`src/rtl/fir_decim_requant.sv`:
```
// rtl/fir_decim_requant.sv - FIR output decimator: round, shift, saturate, buffer on a valid/ready stream
// Optional build macro: FIR_DECIM_CONVERGENT_ROUND_EN selects round-half-to-even.
module fir_decim_requant #(
   parameter int IN_WIDTH     = 36,
   parameter int OUT_WIDTH    = 16,
   parameter int FRAC_SHIFT   = 15,
   parameter int DECIM_FACTOR = 2,
   parameter int FIFO_DEPTH   = 4
) (
   input  logic                 clk,
   input  logic                 rst,
   input  logic [IN_WIDTH-1:0]  data_in,
   input  logic                 valid_in,
   output logic [OUT_WIDTH-1:0] data_out,
   output logic                 valid_out,
   input  logic                 ready_in,
   output logic                 drop,
   output logic                 sat_flag,
   output logic                 ovf_flag
);

   localparam int PW = (DECIM_FACTOR > 1) ? $clog2(DECIM_FACTOR) : 1;
   localparam int AW = $clog2(FIFO_DEPTH);
   localparam int W1 = IN_WIDTH + 1;
   localparam logic signed [IN_WIDTH:0] HALF = W1'(1) << (FRAC_SHIFT - 1);
   localparam logic signed [IN_WIDTH:0] QMAX = (W1'(1) << (OUT_WIDTH - 1)) - W1'(1);
   localparam logic signed [IN_WIDTH:0] QMIN = -QMAX - W1'(1);

   logic [PW-1:0]        phase;
   logic                 keep;
   logic signed [IN_WIDTH:0] din_ext;
   logic signed [IN_WIDTH:0] rounded;
   logic signed [IN_WIDTH:0] q;
   logic                 sat_hi;
   logic                 sat_lo;
   logic [OUT_WIDTH-1:0] q_sat;

   logic                 s1_valid;
   logic [OUT_WIDTH-1:0] s1_data;

   logic [OUT_WIDTH-1:0] mem [FIFO_DEPTH];
   logic [AW:0]          wr_ptr;
   logic [AW:0]          rd_ptr;
   logic [AW:0]          wr_nxt;
   logic [AW:0]          rd_nxt;
   logic                 full;
   logic                 empty;
   logic                 pop;
   logic                 push_ok;
   logic                 drop_nxt;
   logic [OUT_WIDTH-1:0] head_nxt;

   assign keep    = valid_in && (phase == '0);
   assign din_ext = {data_in[IN_WIDTH-1], data_in};

`ifdef FIR_DECIM_CONVERGENT_ROUND_EN
   logic tie_even;
   // exact half with an even kept LSB stays put, giving round-half-to-even
   assign tie_even = (data_in[FRAC_SHIFT-1:0] == HALF[FRAC_SHIFT-1:0]) && !data_in[FRAC_SHIFT];
   assign rounded  = tie_even ? din_ext : din_ext + HALF;
`else
   assign rounded  = din_ext + HALF;
`endif

   assign q      = rounded >>> FRAC_SHIFT;
   assign sat_hi = q > QMAX;
   assign sat_lo = q < QMIN;
   assign q_sat  = sat_hi ? QMAX[OUT_WIDTH-1:0] :
                   sat_lo ? QMIN[OUT_WIDTH-1:0] : q[OUT_WIDTH-1:0];

   always_ff @(posedge clk) begin
      if (rst) begin
         phase    <= '0;
         s1_valid <= 1'b0;
         s1_data  <= '0;
         sat_flag <= 1'b0;
      end else begin
         if (valid_in) begin
            if (phase == PW'(DECIM_FACTOR - 1)) phase <= '0;
            else                                phase <= phase + PW'(1);
         end
         s1_valid <= keep;
         if (keep) s1_data <= q_sat;
         if (keep && (sat_hi || sat_lo)) sat_flag <= 1'b1;
      end
   end

   assign empty     = (wr_ptr == rd_ptr);
   assign full      = (wr_ptr[AW] != rd_ptr[AW]) && (wr_ptr[AW-1:0] == rd_ptr[AW-1:0]);
   assign valid_out = !empty;
   assign pop       = !empty && ready_in;
   assign push_ok   = s1_valid && (!full || pop);
   assign drop_nxt  = s1_valid && full && !pop;
   assign wr_nxt    = wr_ptr + {{AW{1'b0}}, push_ok};
   assign rd_nxt    = rd_ptr + {{AW{1'b0}}, pop};

   // data_out is a register, so look ahead to the head the FIFO will have after this edge
   always_comb begin
      head_nxt = '0;
      if (wr_nxt == rd_nxt)      head_nxt = '0;
      else if (wr_ptr == rd_nxt) head_nxt = s1_data;
      else                       head_nxt = mem[rd_nxt[AW-1:0]];
   end

   always_ff @(posedge clk) begin
      if (push_ok) mem[wr_ptr[AW-1:0]] <= s1_data;
   end

   always_ff @(posedge clk) begin
      if (rst) begin
         wr_ptr   <= '0;
         rd_ptr   <= '0;
         data_out <= '0;
         drop     <= 1'b0;
         ovf_flag <= 1'b0;
      end else begin
         wr_ptr   <= wr_nxt;
         rd_ptr   <= rd_nxt;
         data_out <= head_nxt;
         drop     <= drop_nxt;
         if (drop_nxt) ovf_flag <= 1'b1;
      end
   end

endmodule

```
`config.mk`:
```
export PLATFORM = sky130hd
export DESIGN_NAME = fir_decim_requant
export DESIGN_NICKNAME = d
export VERILOG_FILES = /design/src/rtl/fir_decim_requant.sv
export SDC_FILE = /design/constraint.sdc
export NUM_CORES = 1
export LEC_CHECK = 0
export ABC_AREA = 1
export CAP_MARGIN = 20
export CORE_AREA = 2 2 101 103
export CTS_CLUSTER_SIZE = 28
export DETAILED_ROUTE_END_ITERATION = 7
export DIE_AREA = 0 0 103 105
export PLACE_DENSITY = 0.73
export SETUP_SLACK_MARGIN = 0.15
export SYNTH_ARGS = -nofsm -noshare
export SYNTH_HDL_FRONTEND = slang
export SYNTH_SLANG_ARGS = --single-unit
```
`constraint.sdc`:
```
create_clock -name clk -period 2.6 [get_ports clk]
set_clock_uncertainty 0.15 [all_clocks]
set_input_delay 0.26 -clock clk [delete_from_list [all_inputs] [get_ports clk]]
set_output_delay 0.26 -clock clk [all_outputs]
set_load 0.01 [all_outputs]
```
==> metrics.md <==
| Metric | Value |
|---|---|
| CP Launch Type | `register` |
| Internal Power | `2.79 mW` |
| Largest net degree at the start of global routing | `33` |
| Sequence of cells on the critical path | `xor2_1 -> nor3b_2 -> nand2_1 -> nand2_1 -> inv_2 -> ha_4 -> ha_4 -> xor2_1 -> a21oi_2 -> a31oi_4 -> buf_6 -> buf_12 -> inv_1 -> a21oi_1` |
| Sequential share of the synthesized area | `0.581` |
| Placed Area | `0.00562 mm^2` |
| Layout cells sized above 1 | `0.231` |
| Pre-antenna DRT Iters | `4` |
| Hold path depth | `2` |
| Status | `complete, no violations` |
| CTS Sinks | `107` |
| DRC Markers | `0` |
| Gpl congestion | `0.821` |
| DRT iter0 DRCs | `299` |
| Fin crit share | `0.992` |
| Die Area | `0.0108 mm^2` |
| Number of vias per cell | `5.17` |
| Critical Path RT | `2.71 ns` |
| Most frequent cells in the layout | `nor2_1, nand2_1, edfxtp_1, o21ai_0, clkdlybuf4s50_1` |
| Comb pwr share | `0.257` |
| Nets | `606` |
| Sw Pwr | `1.18 mW` |
| Gr ovfl total | `0` |
| Max-slew violation count | `0` |
| DP Cell Count | `674` |
| Peak VDD IR | `0.000312 V` |
| Total power | `3.97 mW` |
| CTS clock-pin slew for the worst setup and hold paths | `0.10 ns` |
| Port Buf Inserts | `45` |
| Final setup viols | `0` |
| R2R depth | `14` |
| Min-delay src | `sat_flag` |
| Die W | `103 um` |
| Synth area leaders | `edfxtp_1, dfxtp_1, o21ai_0` |
| Cells after synthesis | `489` |
| Worst reg2reg startpoint | `wr_ptr[0]` |
| RSZ-0062 raised after global routing | `true` |
| Worst Tran Pin Value | `0.567 ns` |
| Hold WC Path Type | `register to register` |
| Row count | `36` |
| Worst R2R End | `data_out[2]` |
| Clk root buf | `clkbuf_8` |
| Gr usage total | `0.202` |
| Synth Warn # | `0` |
| Yosys cell types | `33` |
| Layout Cells excl Fill | `699` |
| Leak Pwr | `2.24 nW` |
| Initial antenna violation count | `0` |
| Crit-path max cell delay | `0.33 ns` |
| Antenna-violating nets left | `0` |
| TritonCTS clock tree | `done` |
| CTS max path bufs | `2` |
| Post-synth top area share | `0.401` |
| Hold EP | `sat_flag` |
| Part of the power in registers | `0.496` |
| Critical-path top delay cell | `dfxtp_2` |
| Minimum clock period | `2.58 ns` |
| IO Pins | `60` |
| Skew-Pair Late Insertion Delay | `0.36 ns` |
| Core area | `0.00964 mm^2` |
| CP max FO | `6` |
| Diode count | `0` |
| Post-route cell area | `0.00598 mm^2` |
| CP Capture Type | `register` |
| Net Sw Frac | `0.297` |
| Fmax achieved | `0.388 GHz` |
| Average cell area after synthesis | `9.80 um^2` |
| Hold Slack | `0.311 ns` |
| Register bit count reported by yosys | `107` |
| PD cells | `663 mW/mm^2` |
| Cell family with most CP delay | `buffers and inverters` |
| Area leader, netlist | `edfxtp_1` |
| Crit Path Class | `register to register` |
| Ys flop type | `edfxtp_1` |
| Number of global-route vias before repair | `3543` |
| First-pass GRT wire length | `17000 um` |
| Hpwl dp | `7010 um` |
| Mapped Nets | `534` |
| Via count | `3612` |
| TritonCTS buffer count | `9` |
| Fraction of registers with async set or reset after synthesis | `0` |
| H-tree depth | `3` |
| Synthesis-to-layout area growth | `24.8%` |
| Most common cell after layout, fill and taps aside | `nor2_1` |
| Worst EP arrival | `2.69 ns` |
| Clock Power Share | `0.247` |
| Initial cell density of the core | `0.497` |
| Cell Area, Synth | `0.00479 mm^2` |
| Max-slew headroom | `0.621` |
| Final hold vios | `0` |
| Post-synth EDFFs | `64` |
| MaxCap Viol Count | `0` |
| R2R setup slack | `0.02 ns` |
| Drt wl/cell | `15.1 um` |
| Die height | `105 um` |
| Routed WL | `10600 um` |
| Hold_buf cts | `0` |
| WP buf/inv | `4` |
synth_stat cells (3+ instances only):
master and n:
nor2_1 78, a21oi_2 10, clkbuf_1 13, dfxtp_1 43, nand2_4 3, a31oi_1 12, inv_1 27, nor2_4 6
a21oi_1 15, edfxtp_1 64, inv_2 3, nor2_2 7, nand2_1 74, nor3_1 4, nand2_2 16, nand3_1 6
xor2_1 10, xnor2_1 9, ha_1 5, o22ai_1 5, o21ai_0 60, nand4_1 4
cell families after synthesis:
group | after synthesis | share of synthesized area
xor gates and xnor gates | 19 | 0.0347
and+or+nand+nor | 207 | 0.206
DFF | 107 | 0.581
buffers and inverters | 48 | 0.0439
adders and majority gates | 5 | 0.0131
AOI/OAI and AO/OA | 103 | 0.122
sequential cells by signal, indices dropped and copies added (netlist names):
| name | cells |
|---|---|
| drop | 1 |
| s1_data | 16 |
| sat_flag | 1 |
| s1_valid | 1 |
| data_out | 16 |
| ovf_flag | 1 |
| rd_ptr | 3 |
| mem | 64 |
| wr_ptr | 3 |
| phase | 1 |
worst max path at each step:
stage	start	end	slack, ns	cells after the start
CTS	wr_ptr[0]	data_out[7]	0.05	14
global route	wr_ptr[0]	data_out[14]	-0.12	15
finish	wr_ptr[0]	data_out[2]	0.02	14
detailed placement	ready_in	data_out[3]	-0.13	14
global placement	ready_in	data_out[15]	-0.02	14
floorplan	wr_ptr[1]	mem[2][0]	0.12	6
per-layer routing:
metal | global-route usage | vias up | part of all wire
li1 | - | 1796 | -
met1 | 0.270 | 1684 | 0.43
met3 | 0.0301 | 13 | 0.050
met5 | 0 | - | 0
met4 | 0.0677 | 0 | 0.020
met2 | 0.334 | 119 | 0.51
stage by stage:
stage	setup TNS (ns)	util	worst slack (ns)
5_1_grt	-1.30	0.620	-0.119
3_3_place_gp	-0.0335	0.583	-0.0155
2_1_floorplan	0	-	0.124
3_5_place_dp	-1.49	0.583	-0.134
4_1_cts	0	0.617	0.0467
6_report	0	0.620	0.0214
power groups by stage:
| stage | Clock [mW] | Sequential [mW] | Combinational (mW) |
|---|---|---|---|
| floorplan | 0 | 2.01 | 0.528 |
| global placement | 0 | 2.00 | 0.864 |
| detailed placement | 0 | 2.00 | 0.888 |
| CTS | 0.980 | 1.97 | 0.994 |
| global route | 1.06 | 1.98 | 1.12 |
| finish | 0.978 | 1.97 | 1.02 |
worst min-delay path, cell delays in order, from the launching register on:
cell and delay [ns]:
dfxtp_1 0.32, nand2_1 0.06, nand2_1 0.05
cell type report:
cell class	count	area, um^2
flip-flops and latches	107	2790
fillers	817	3660
multi-input cells	334	1970
clock inverters	4	51.3
inverters	30	113
clock buffers	12	135
well taps	133	166
repair buffers	79	756
what timing repair did:
action,CTS,global route
cloned,1,0
pin swaps,9,1
setup endpoints to repair,16,17
setup buffers,7,1
endpoints found under the hold margin,0,0
gates resized for setup,17,7
No activity file was read; power rests on OpenSTA's default activity.
